<file path="config.mk">
export PLATFORM = sky130hd
export DESIGN_NAME = anti_rebote
export DESIGN_NICKNAME = d
export VERILOG_FILES = /design/src/rtl/anti_rebote_pkg.sv /design/src/rtl/debouncer.sv /design/src/rtl/anti_rebote.sv
export SDC_FILE = /design/constraint.sdc
export NUM_CORES = 1
export LEC_CHECK = 0
export ABC_AREA = 0
export BUFFER_PORTS_ARGS = -buffer_cell sky130_fd_sc_hd__buf_2
export CAP_MARGIN = 20
export CORE_ASPECT_RATIO = 0.8
export CORE_MARGIN = 2
export CORE_UTILIZATION = 52
export CTS_BUF_LIST = sky130_fd_sc_hd__clkbuf_4 sky130_fd_sc_hd__clkbuf_8 sky130_fd_sc_hd__clkbuf_16
export CTS_CLUSTER_DIAMETER = 40
export DETAILED_ROUTE_END_ITERATION = 7
export PLACE_DENSITY = 0.68
export SYNTH_ARGS = -nofsm -noshare
export SYNTH_HDL_FRONTEND = slang
export SYNTH_HIERARCHICAL = 1
export SYNTH_SLANG_ARGS = --single-unit
</file>
<file path="constraint.sdc">
create_clock -name clock -period 2.3 [get_ports clock]
set_clock_uncertainty 0.1 [all_clocks]
set_input_delay 0.69 -clock clock [delete_from_list [all_inputs] [get_ports clock]]
set_output_delay 0.69 -clock clock [all_outputs]
set_load 0.005 [all_outputs]
</file>
<file path="src/rtl/anti_rebote_pkg.sv">
// anti_rebote_pkg: shared display constants and hex-to-seven-segment decode
package anti_rebote_pkg;
  localparam logic [6:0] SEG_BLANK = 7'h7F;
  localparam logic [7:0] AN_ALL_OFF = 8'hFF;
  function automatic logic [6:0] hex_to_seg(input logic [3:0] h);
    case (h)
      4'h0: return 7'b0000001;
      4'h1: return 7'b1001111;
      4'h2: return 7'b0010010;
      4'h3: return 7'b0000110;
      4'h4: return 7'b1001100;
      4'h5: return 7'b0100100;
      4'h6: return 7'b0100000;
      4'h7: return 7'b0001111;
      4'h8: return 7'b0000000;
      4'h9: return 7'b0000100;
      4'hA: return 7'b0001000;
      4'hB: return 7'b1100000;
      4'hC: return 7'b0110001;
      4'hD: return 7'b1000010;
      4'hE: return 7'b0110000;
      4'hF: return 7'b0111000;
      default: return SEG_BLANK;
    endcase
  endfunction
endpackage

</file>
<file path="src/rtl/debouncer.sv">
// debouncer: two-flop synchroniser, stability filter and registered rising-edge pulse
module debouncer
  import anti_rebote_pkg::*;
#(
  parameter int STABLE_CYCLES = 5
) (
  input  logic clock,
  input  logic reset,
  input  logic in,
  output logic out,
  output logic rise
);
  localparam int CW = $clog2(STABLE_CYCLES + 1);
  logic s1, s2;
  logic [CW-1:0] cnt;
  logic done;
  always_comb done = (s2 != out) && (cnt == CW'(STABLE_CYCLES - 1));
  always_ff @(posedge clock or posedge reset)
    if (reset) begin
      s1   <= 1'b0;
      s2   <= 1'b0;
      out  <= 1'b0;
      rise <= 1'b0;
      cnt  <= '0;
    end else begin
      s1   <= in;
      s2   <= s1;
      out  <= done ? s2 : out;
      rise <= done && s2;
      cnt  <= (s2 == out || done) ? '0 : cnt + 1'b1;
    end
endmodule

</file>
<file path="src/rtl/anti_rebote.sv">
// anti_rebote: debounced BTNC press counter shown as 8 hex digits on a scanned display
module anti_rebote
  import anti_rebote_pkg::*;
#(
  parameter int STABLE_CYCLES = 5,
  parameter int SCAN_CYCLES   = 4
) (
  input  logic       clock,
  input  logic       reset,
  input  logic       reset2,
  input  logic       BTNC,
  output logic [6:0] segments,
  output logic [7:0] anodos
);
  localparam int SW = $clog2(SCAN_CYCLES + 1);
  logic btn_db, rise, press, last;
  logic [31:0] count;
  logic [2:0] dig;
  logic [SW-1:0] sc;
  debouncer #(.STABLE_CYCLES(STABLE_CYCLES)) u_db (
    .clock(clock),
    .reset(reset),
    .in(BTNC),
    .out(btn_db),
    .rise(rise)
  );
  always_comb press = rise & btn_db;
  always_comb last = (sc == SW'(SCAN_CYCLES - 1));
  always_ff @(posedge clock or posedge reset)
    if (reset) begin
      count    <= '0;
      sc       <= '0;
      dig      <= '0;
      anodos   <= 8'b1111_1110;
      segments <= 7'b0000001;
    end else begin
      count    <= reset2 ? '0 : count + 32'(press);
      sc       <= last ? '0 : sc + 1'b1;
      dig      <= dig + 3'(last);
      anodos   <= AN_ALL_OFF ^ (8'd1 << dig);
      segments <= hex_to_seg(count[4*dig +: 4]);
    end
endmodule

</file>
; ---- Word-level counts from Yosys, hierarchy flattened
; Memory sizes are Yosys's and may differ from the RTL's. A register that Yosys moved wholly into a read port is not among the register bits.
; Cells that the tools add are included.
[op_classes]
add_sub_neg = 4
n_eq_ne = 4
n_shift = 2
n_mux = 3
bitwise_logic = 2
n_reduce_logical = 3
[ops]
columns = cell, n
row1 = 32-bit by 1-bit adder with 32-bit output, 1
row2 = 32-bit two-way mux, 1
row3 = 32-bit by 6-bit variable part select with 4-bit output, 1
row4 = 8-bit NOT, 1
row5 = 1-bit by 3-bit << shifter with 8-bit output (first input constant), 1
row6 = 3-bit by 1-bit adder with 3-bit output (second input constant), 2
row7 = 3-bit two-way mux, 2
row8 = 3-bit by 1-bit adder with 3-bit output, 1
row9 = 3-bit by 2-bit == test with 1-bit output (second input constant), 1
row10 = 3-bit == test (second input constant), 1
row11 = 1-bit logical AND, 2
row12 = 1-bit AND, 1
row13 = 1-bit == test, 1
row14 = 1-bit logical OR, 1
row15 = 1-bit inequality test, 1
[totals]
regBits = 53
mem_bits_ro = 112
input_bits = 4
out_inout_bits = 15
wordCells = 28
memories = 1
[mem_list]
columns = memory, depth, width, rd, rd_clocked_by_memory_dff, write_ports, line
row1 = (name not given), 16, 7, 1, 1, 0, anti_rebote_pkg.sv:6  ; case (h)

; ---- Logic depth before layout (Yosys ltp)
[logic_depth]
word_depth = 4
ltp_mapped = 11
depth_no_buf = 8

; ---- Modules after synthesis
; The synthesis kept the hierarchy.
[by_module_without_submodules]
columns = module, instances, cells_each, area_each_um2, seq_area_each_um2
row1 = anti_rebote, 1, 271, 2935.3, 1336.3
row2 = debouncer, 1, 21, 279.0, 175.2

; ---- Worst setup path before layout
; Ideal clock, no wire load.
[synth_path]
path_kind = reg-to-reg
from = reg dig[1]
to = reg segments[6]
setup_time_ps = 124
arrival_ps = 1928
required_time_ps = 2076
slack_ps = 148
stages_incl_launch_ff = 11
path_buffers = 3
period_less_slack_ps = 2152
path_cell_list = dfrtp_1 -> buf_4 -> buf_6 -> buf_4 -> mux2i_1 -> a22oi_1 -> nand3_1 -> inv_1 -> ha_1 -> and3_1 -> a211o_1
[synth_via]
elab_chain_cells = 1
[synth_rtl]
columns = item, line
row1 = start: declaration, anti_rebote.sv:18  ; logic [2:0] dig;
row2 = start signal: assignment, anti_rebote.sv:39  ; dig <= dig + 3'(last);
row3 = 32-bit by 6-bit variable part select with 4-bit output, anti_rebote.sv:41  ; segments <= hex_to_seg(count[4*dig +: 4]);
row4 = end: declaration, anti_rebote.sv:12  ; output logic [6:0] segments,
; Every way passes these cells.
; A chain may end at the register's enable or synchronous reset.

; ---- Worst setup path after layout
[layout_path]
from = reg dig[0]
to = reg segments[6]
; The elaborated chain is that of the path after synthesis.

==> impl_summary.log <==
[metrics] area of the placeable core: 5943 um2
[metrics] total negative slack: 0 ns
[metrics] antenna violations before repair: 0
[metrics] Crit. End Element: flip-flop
[metrics] vias after detailed routing: approximately 2200
[metrics] clk_lat worst skew: between 0.3 and 0.4 ns
[metrics] Synth top area share: 40.48%
[metrics] worst hold slack: around 0.19 ns
[metrics] fill cell instance count of the final layout: ~520
[metrics] Total GRT Usage: between 10% and 20%
[metrics] wire length per cell: between 10 and 15 um
[metrics] remaining global-route overflow: 0
[metrics] CTS root buffer: clkbuf_8
[metrics] leading cell type by number of instances after synthesis: dfrtp_1
[metrics] layout-stage area growth over the synthesis result: 11.99%
[metrics] die footprint: around 6800 um2
[metrics] worst-path cell with the longest stage delay: dfrtp_2
[metrics] category of cells accounting for the largest share of critical-path delay: simple AND/OR/NAND/NOR gates
[metrics] Avg Cell Area, Syn: 11.01 um2
[metrics] Post-DRT Antenna Nets: 0
[metrics] maximum level of the CTS H-tree: 3
[metrics] maximum clock insertion buffer count: 2
[metrics] Sink Count: 60
[metrics] count of input and output buffers: 18
[metrics] CP max FO: 12
[metrics] depth of the worst register-to-register path: 7
[metrics] placed wire-length estimate after detailed placement: approximately 4300 um
[metrics] critical-path cell list: or3b_4 > o2bb2ai_1 > a221o_1 > inv_1 > ha_1 > and3_1 > a211o_1
[metrics] standard cell area after detailed placement: approximately 3400 um2
[metrics] router iterations before antenna repair: 4
[metrics] Synth top cells by count: dfrtp_1 (52), nor2_1 (34), xnor2_1 (23)
[metrics] overall power of the completed layout: around 2.1 mW
[metrics] post-synthesis cell count: 292
[metrics] Row Count: 25
[metrics] Highest Clock Rate: ~460 MHz
[metrics] first-pass GRT wire length: a little over 10000 um
[metrics] worst endpoint data arrival time: about 2.3 ns
[metrics] setup repair after global routing missed its margin: no
[metrics] reg2reg setup slack: around 0.14 ns
[metrics] critical register-to-register path endpoint: segments[6]
[metrics] Reg clk slew, reported paths: around 0.070 ns
[metrics] Hold WC Path Type: input port to asynchronous set/reset pin
[metrics] Max IR drop VDD: about 0.00034 V
[metrics] period utilisation layout: a little over nine tenths
[metrics] launching element type of the critical path: flip-flop
[metrics] Pleak: 1.598 nW
[metrics] initial drt markers: 67
[metrics] Primary FF master, synth: dfrtp_1
[metrics] Non-Filler Cell Area, Final: 3600 um2
[metrics] leading area contributor after synthesis: dfrtp_1
[metrics] DR vias/cell: around 5.3
[metrics] share of post-route cells with drive strength above 1: around a quarter
[metrics] number of flops mapped to enable cells by yosys: 0
[metrics] sequential cell area fraction in the yosys report: a little under half
[metrics] pre-CTS setup slack: between 0.1 and 0.15 ns
[metrics] post-synth design cell area: roughly 3200 um2
[metrics] largest net degree at the start of global routing: 29
[metrics] cts bufs inserted: 9
[metrics] critical path's largest stage delay: between 0.4 and 0.5 ns
[metrics] relative slew slack: 64.59%
[metrics] max cap viols: 0
[metrics] syn nets: 309
[metrics] CP bufs+invs: 1
[metrics] Routability Congestion: around 0.83
[metrics] utilization of the core after routing: between 60% and 70%
[metrics] TritonCTS clock tree: built
[metrics] Storage cell area: 1513 um2
[metrics] Setup CP Type: flip-flop to flip-flop
[metrics] endpoints failing hold: 0
[metrics] total wirelength of the detailed-routed design: 5983 um
[metrics] remaining routing DRC violations: 0
[metrics] Tmin final: roughly 2.2 ns
[metrics] area used by multi-input combinational logic: roughly 1600 um2
[metrics] Die Ht: between 70 and 80 um
[metrics] synthesized flop and latch total: 60
[metrics] boundary pin count: 19
[metrics] top area cells in the synthesized netlist: dfrtp_1 (40%), dfstp_2 (6.5%), xnor2_1 (6.3%), mux2i_1 (5.6%), ha_1 (5.1%)
[metrics] R2R Path Start: dig[0]
[metrics] setup violation total in the final timing report: 0
[metrics] initial core utilization: approximately 54%
[metrics] final setup slack of the worst path: between 0.1 and 0.15 ns
[metrics] power density of the placed cells: approximately 580 nW/um2
[metrics] Crit path required time: between 2 and 2.5 ns
[metrics] via count of the first global-routing pass: roughly 2100
[metrics] cell count after placement: between 300 and 400
[metrics] count of nets after finishing: about 340
[metrics] die boundary width: 91.90 um
[metrics] asr flop ratio synth: 100.0%
[metrics] antenna cell count: 0
[metrics] max-slew violation count: 0
[metrics] number of different library cells in the post-synthesis netlist: 56
[metrics] Syn. warnings: 6
[metrics] Worst Max-Slew Pin Slew: approximately 0.53 ns
[metrics] final standard cell count with taps included and fillers excluded: ~410
[metrics] outcome: completed
cells in the final DEF (no fill, tap or decap), types with 12 or more instances in the layout:
master | netlist | routed
nor2_1 | 34 | 34
buf_2 | 1 | 18
xnor2_1 | 23 | 23
nand2_1 | 14 | 14
inv_1 | 13 | 12
dfrtp_1 | 52 | 51
buf_4 | 3 | 12
ha_1 | 13 | 13
mux2i_1 | 18 | 18
state kept, by name, summed over array words and instances, names as in the netlist:
name / count
count: 32
anodos: 8
segments: 7
dig: 3
sc: 3
u_db/cnt: 3
u_db/out: 1
u_db/rise: 1
u_db/s1: 1
u_db/s2: 1
layer usage:
metal | track usage (%) | vias up | share of wire, %
li1 | - | 1081 | -
met1 | 27.47 | 1038 | 51
met2 | 29.74 | 55 | 44
met3 | 5.775 | 8 | 4.0
met4 | 7.131 | 0 | 1.4
met5 | 0 | - | 0
kinds of logic after synthesis:
kind of cell	share of synthesized area, %
DFF	47.02
adders and majority gates	5.060
muxes	6.306
and+or+nand+nor	21.72
AOI/OAI and AO/OA	6.384
xor gates and xnor gates	8.447
buffers and inverters	5.060
cell type report:
| cell class | instances | area share, % |
|---|---|---|
| Inverter | 13 | 1.356 |
| Timing Repair Buffer | 31 | 5.561 |
| Tap cell | 81 | 2.815 |
| Sequential cell | 60 | 42.02 |
| Clock buffer | 14 | 4.831 |
| Clock inverter | 2 | 0.2781 |
| Multi-Input combinational cell | 207 | 43.14 |
worst max-delay path by stage:
stage,startpoint,end,cells past startpoint
finish,dig[0],segments[6],7
detailed placement,dig[0],segments[6],7
floorplan,dig[1],segments[6],10
global route,u_db/out,count[31],6
global placement,dig[0],segments[6],7
CTS,dig[0],segments[6],7
power breakdown:
group          internal [mW]  switching, mW
registers               1.08         0.0212
logic                 0.0467         0.0607
clock network          0.483          0.382
total                   1.61          0.464
timing repair:
item	CTS	global route
hold buffers	0	0
gates resized for setup	0	3
setup endpoints to repair	0	2
buffers inserted	0	0
Power figures use the tool's default switching activity.
